$ cat src/rtl/packet_output_scheduler_pkg.sv
// Shared types and helpers for the packet output scheduler: FSM state encoding,
// the "no grant" select code and the one-hot to index decode.
package sched_pkg;

    typedef enum logic {
        IDLE = 1'b0,
        LOCK = 1'b1
    } sched_state_e;

    localparam logic [2:0] SEL_INVALID = 3'd7;

    // Anything that is not exactly one-hot decodes to SEL_INVALID.
    function automatic logic [2:0] onehot4_to_idx(input logic [3:0] v);
        case (v)
            4'b0001: return 3'd0;
            4'b0010: return 3'd1;
            4'b0100: return 3'd2;
            4'b1000: return 3'd3;
            default: return SEL_INVALID;
        endcase
    endfunction

endpackage

$ cat src/rtl/packet_output_scheduler_if.sv
// Bundle between the four input FIFOs, the scheduler and the output link stage.
// Handshake: a flit moves from requester i when req_valid[i] & req_ready[i] at a
// rising clk edge; req_ready never depends on req_valid, and out_valid is a
// registered single-cycle strobe with no back-pressure (credits cover that).
interface packet_output_scheduler_if #(
    parameter int DATA_W   = 256,
    parameter int CREDIT_W = 4
);
    logic [3:0]          req_valid;
    logic [3:0]          req_tail;
    logic [4*DATA_W-1:0] req_data;
    logic [3:0]          req_ready;
    logic                out_valid;
    logic [DATA_W-1:0]   out_data;
    logic                out_tail;
    logic [2:0]          out_src_sel;
    logic                credit_return;
    logic [CREDIT_W-1:0] credit_cnt;
    logic                credit_err;

    modport slave (
        input  req_valid, req_tail, req_data, credit_return,
        output req_ready, out_valid, out_data, out_tail, out_src_sel,
               credit_cnt, credit_err
    );

    modport master (
        output req_valid, req_tail, req_data, credit_return,
        input  req_ready, out_valid, out_data, out_tail, out_src_sel,
               credit_cnt, credit_err
    );
endinterface

$ cat src/rtl/packet_output_scheduler_rr_pick4.sv
// Combinational 4-way round-robin pick: first set bit of req searching circularly
// from the position after the one-hot last winner.
module rr_pick4 (
    input  logic [3:0] req,
    input  logic [3:0] last,
    output logic [3:0] pick
);
    logic [1:0] base;
    logic [1:0] idx;
    logic       found;

    always_comb begin
        base  = 2'd0;
        idx   = 2'd0;
        found = 1'b0;
        pick  = 4'b0000;
        for (int i = 0; i < 4; i++) begin
            if (last[i]) base = 2'(i);
        end
        // k = 4 wraps back onto the last winner itself, so it is searched last.
        for (int k = 1; k <= 4; k++) begin
            idx = base + 2'(k);
            if (!found && req[idx]) begin
                pick[idx] = 1'b1;
                found     = 1'b1;
            end
        end
    end
endmodule

$ cat src/rtl/packet_output_scheduler.sv
// Output-port scheduler: round-robin packet-granular arbitration of four requesters
// onto one link, with credit-based downstream flow control and crossbar select.
module packet_output_scheduler
    import sched_pkg::*;
#(
    parameter int DATA_W     = 256,
    parameter int CREDIT_MAX = 8,
    parameter int CREDIT_W   = 4
) (
    input  logic                         clk,
    input  logic                         rst,
    packet_output_scheduler_if.slave     bus,
    output sched_state_e                 dbg_state
);
    localparam logic [CREDIT_W-1:0] CREDIT_FULL = CREDIT_W'(CREDIT_MAX);

    sched_state_e        state;
    logic [3:0]          grant;
    logic [3:0]          last_winner;
    logic [3:0]          pick;
    logic [3:0]          ready;
    logic [CREDIT_W-1:0] credit;
    logic                credit_ok;
    logic                xfer;
    logic [DATA_W-1:0]   sel_data;
    logic                sel_tail;
    logic                out_valid_q;
    logic [DATA_W-1:0]   out_data_q;
    logic                out_tail_q;
    logic                credit_err_q;

    rr_pick4 u_pick (
        .req  (bus.req_valid),
        .last (last_winner),
        .pick (pick)
    );

    assign credit_ok = (credit != '0);

    // Ready is gated by credits so the counter can never underflow.
    always_comb begin
        ready = 4'b0000;
        if (!rst && state == LOCK && credit_ok) ready = grant;
    end

    assign xfer = |(bus.req_valid & ready);

    always_comb begin
        sel_data = '0;
        sel_tail = 1'b0;
        for (int i = 0; i < 4; i++) begin
            if (grant[i]) begin
                sel_data = bus.req_data[i*DATA_W +: DATA_W];
                sel_tail = bus.req_tail[i];
            end
        end
    end

    always_ff @(posedge clk) begin
        if (rst) begin
            state        <= IDLE;
            grant        <= 4'b0000;
            last_winner  <= 4'b1000;
            credit       <= CREDIT_FULL;
            credit_err_q <= 1'b0;
            out_valid_q  <= 1'b0;
            out_tail_q   <= 1'b0;
            out_data_q   <= '0;
        end else begin
            out_valid_q <= xfer;
            out_tail_q  <= xfer & sel_tail;
            if (xfer) out_data_q <= sel_data;

            case (state)
                IDLE: begin
                    if (|bus.req_valid && credit_ok) begin
                        grant <= pick;
                        state <= LOCK;
                    end
                end
                LOCK: begin
                    if (xfer && sel_tail) begin
                        last_winner <= grant;
                        grant       <= 4'b0000;
                        state       <= IDLE;
                    end
                end
                default: state <= IDLE;
            endcase

            // A return that cannot be absorbed is a downstream protocol error.
            case ({xfer, bus.credit_return})
                2'b10: credit <= credit - 1'b1;
                2'b01: begin
                    if (credit == CREDIT_FULL) credit_err_q <= 1'b1;
                    else                       credit <= credit + 1'b1;
                end
                default: credit <= credit;
            endcase
        end
    end

    assign bus.req_ready   = ready;
    assign bus.out_valid   = out_valid_q;
    assign bus.out_data    = out_data_q;
    assign bus.out_tail    = out_tail_q;
    assign bus.out_src_sel = onehot4_to_idx(grant);
    assign bus.credit_cnt  = credit;
    assign bus.credit_err  = credit_err_q;
    assign dbg_state       = state;

endmodule
$ cat src/flat_wrapper.sv
// flat-port wrapper written by rule: the top's interface ports become plain ports
module packet_output_scheduler_flat import sched_pkg::*;
#(
    parameter int DATA_W     = 256,
    parameter int CREDIT_MAX = 8,
    parameter int CREDIT_W   = 4
)
  (clk, rst, dbg_state, bus_req_valid, bus_req_tail, bus_req_data, bus_credit_return, bus_req_ready, bus_out_valid, bus_out_data, bus_out_tail, bus_out_src_sel, bus_credit_cnt, bus_credit_err);
  packet_output_scheduler_if #(.DATA_W(DATA_W), .CREDIT_W(CREDIT_W)) bus_i ();
  input  logic clk;
  input  logic rst;
  output sched_state_e dbg_state;
  input wire logic [$bits(bus_i.req_valid)-1:0] bus_req_valid;
  input wire logic [$bits(bus_i.req_tail)-1:0] bus_req_tail;
  input wire logic [$bits(bus_i.req_data)-1:0] bus_req_data;
  input wire logic [$bits(bus_i.credit_return)-1:0] bus_credit_return;
  output wire logic [$bits(bus_i.req_ready)-1:0] bus_req_ready;
  output wire logic [$bits(bus_i.out_valid)-1:0] bus_out_valid;
  output wire logic [$bits(bus_i.out_data)-1:0] bus_out_data;
  output wire logic [$bits(bus_i.out_tail)-1:0] bus_out_tail;
  output wire logic [$bits(bus_i.out_src_sel)-1:0] bus_out_src_sel;
  output wire logic [$bits(bus_i.credit_cnt)-1:0] bus_credit_cnt;
  output wire logic [$bits(bus_i.credit_err)-1:0] bus_credit_err;
  assign bus_i.req_valid = bus_req_valid;
  assign bus_i.req_tail = bus_req_tail;
  assign bus_i.req_data = bus_req_data;
  assign bus_i.credit_return = bus_credit_return;
  assign bus_req_ready = bus_i.req_ready;
  assign bus_out_valid = bus_i.out_valid;
  assign bus_out_data = bus_i.out_data;
  assign bus_out_tail = bus_i.out_tail;
  assign bus_out_src_sel = bus_i.out_src_sel;
  assign bus_credit_cnt = bus_i.credit_cnt;
  assign bus_credit_err = bus_i.credit_err;
  packet_output_scheduler #(.DATA_W(DATA_W), .CREDIT_MAX(CREDIT_MAX), .CREDIT_W(CREDIT_W)) u_core (.clk(clk), .rst(rst), .bus(bus_i), .dbg_state(dbg_state));
endmodule
$ cat config.mk
export PLATFORM = sky130hd
export DESIGN_NAME = packet_output_scheduler_flat
export DESIGN_NICKNAME = d
export VERILOG_FILES = /design/src/rtl/packet_output_scheduler_pkg.sv /design/src/rtl/packet_output_scheduler_if.sv /design/src/rtl/packet_output_scheduler_rr_pick4.sv /design/src/rtl/packet_output_scheduler.sv /design/src/flat_wrapper.sv
export SDC_FILE = /design/constraint.sdc
export NUM_CORES = 1
export LEC_CHECK = 0
export ABC_CLOCK_PERIOD_IN_PS = 2400
export CORE_AREA = 10 10 498 500
export DETAILED_ROUTE_END_ITERATION = 10
export DIE_AREA = 0 0 508 510
export PLACE_DENSITY = 0.3
export RECOVER_POWER = 50
export SLEW_MARGIN = 20
export SYNTH_ARGS = -nofsm -noshare
export SYNTH_HDL_FRONTEND = slang
export SYNTH_HIERARCHICAL = 1
export SYNTH_SLANG_ARGS = --single-unit
$ cat constraint.sdc
create_clock -name clk -period 2.4 [get_ports clk]
set_clock_uncertainty 0.15 [all_clocks]
set_input_delay 0.24 -clock clk [delete_from_list [all_inputs] [get_ports clk]]
set_output_delay 0.24 -clock clk [all_outputs]
set_load 0.02 [all_outputs]
==> out/metrics.cfg <==
[power]
power_mw=15.5
ir_drop_mv=0.425
p_comb_share_pct=26.8
leakage_nw=13.6
sequentialPowerShare_pct=30.6
powerDensity_mw_per_mm2=435
swShare_pct=30.5
p_sw_mw=4.71
p_clk_share_pct=42.7
p_int_mw=10.7

[final_layout]
nets=4258
mostFrequentLayoutCells=clkdlybuf4s50_1, a22oi_1, nor2_1, dfxtp_1, nor3_1
final_common_cell=clkdlybuf4s50_1
drive_gt1_share_pct=8.88
area_growth_syn_to_layout_pct=120

[die]
io_pins=1306
start_util_pct=6.81
coreArea_mm2=0.237
die-height_um=510
num_rows=179
die-area_mm2=0.259
fp.dieW_um=508

[timing]
maxSlewHeadroom_pct=40.2
report.final.slew_viol_count=0
tightest_slew_ns=0.901
setup_viol_count_final=0
max_freq_mhz=418
finalHoldViolCount=0
min_period_ns=2.39
grt_setup_unrepaired=true
setup_slack_ns=0.00859
finalCritPeriodShare_pct=99.6

[detailed_routing]
wirelength_um=175000
drt_iter0_drc=1342
vias=22222
ant_nets=0
drc=0
vias_per_cell=3.46
post_drt_wl_per_cell_um=27.2
dr.pass1.iters=5

[clock_network]
clockBufferDepth=3
path_clk_slew_ns=0.06
tritoncts=done
numClockSinks=271
clk_root_buffer_cell=clkbuf_16
cts-buffers-inserted=45
clk_latency_ns=0.65
htreeDepth=2

[yosys]
syn_nets=2978
avgSynthCellArea_um2=8.37
netlist_instances=1932
synth_warnings=6
synthesis.area_mm2=0.0162

[place]
hpwl_um=147000
portBuffers=1305
place_congestion=0.826
place_ws_ns=-0.159

[global_routing]
grt_pass1_vias=23000
grt_use_total_pct=12.6
grt_pass1_wl_um=224000
grt.overflow.total=0
antenna_found_initial=91
grt_max_degree=105

[worst_setup_path]
crit_family=simple AND/OR/NAND/NOR gates
endpoint_kind=register
required_ns=2.81
critPathMaxStageDelay_ns=0.55
cp-start-kind=register
path_class=reg -> reg
cp.arrival_ns=2.80
critPathMaxFanout=3
crit_buf_inv=1
path_cells=or4_4 > buf_6 > o211ai_4 > nand2_4 > ha_4 > nand3_4 > and3_4 > mux2i_2 > mux2i_1
cp_slowest_cell=or4_4

[min_path]
hp-class=in -> reg

[outcome]
outcome=completed

[flow_run]
cap_violations=0

[registers in the layout, summed over array words and instances (netlist names)]
register and count:
u_core/dbg_state 1, u_core/bus.out_tail 1, u_core/grant 4, u_core/bus.out_valid 1
u_core/bus.credit_cnt 4, u_core/bus.credit_err 1, u_core/last_winner 3, u_core/bus.out_data 256
[stage by stage]
step	setup TNS [ns]	cell area, µm²	utilization [%]	hold WS, ns	cells
5_1_grt	-0.426	35500	15.0	0.190	6412
2_1_floorplan	0	16200	-	0.247	1932
3_3_place_gp	-1.38	33800	14.2	0.301	6322
4_1_cts	-0.246	35400	14.9	0.0973	6406
3_5_place_dp	-2.32	33800	14.2	0.307	6322
6_report	0	35600	15.0	0.217	6428
[final cells by class]
class / instances / area (µm²)
Antenna cell: 19 / 47.5
Clock buffer: 63 / 1250
Clock inverter: 14 / 135
Fill cell: 27111 / 202000
Inverter: 13 / 56.3
Multi-Input combinational cell: 1410 / 9900
Sequential cell: 271 / 5450
Tap cell: 3167 / 3960
Timing Repair Buffer: 1471 / 14800
[per-layer routing]
| layer | up-vias | wire length, µm | global-route usage (%) |
|---|---|---|---|
| met1 | 10698 | 68900 | 14.3 |
| met3 | 203 | 18400 | 5.87 |
| li1 | 10171 | - | - |
| met4 | 62 | 3610 | 2.36 |
| met2 | 1088 | 83400 | 21.6 |
| met5 | - | 390 | 0 |
[what timing repair did]
item | 4_1_cts | 5_1_grt
cloned | 3 | 0
hold buffers | 1 | 0
endpoints found under the setup margin | 14 | 86
setup buffers | 4 | 3
resized for setup | 39 | 30
pin swaps | 2 | 12
endpoints found under the hold margin | 8 | 0
[tightest hold or removal path, cell delays in order]
cell,delay [ns]
clkdlybuf4s50_1,0.50
a31oi_1,0.17
nor2_1,0.04
[final timing paths]
check                                              start                       end  slack (ns)  cells past startpoint
worst max-delay path            u_core/bus.credit_cnt[2]  u_core/bus.credit_cnt[3]       0.009                      9
worst min-delay path                   bus_credit_return     u_core/bus.credit_err        0.22                      3
worst max register to register  u_core/bus.credit_cnt[2]  u_core/bus.credit_cnt[3]       0.009                      9
worst min register to register     u_core/bus.credit_err     u_core/bus.credit_err        0.31                      2
[power by group through the flow]
stage | clock, mW | sequential [mW] | combinational [mW]
CTS | 7.01 | 4.73 | 4.24
detailed placement | 0 | 4.83 | 4.21
global route | 7.05 | 4.74 | 4.41
finish | 6.60 | 4.73 | 4.14
global placement | 0 | 4.83 | 4.21
floorplan | 0 | 4.99 | 0.978
Power figures use the tool's default switching activity.
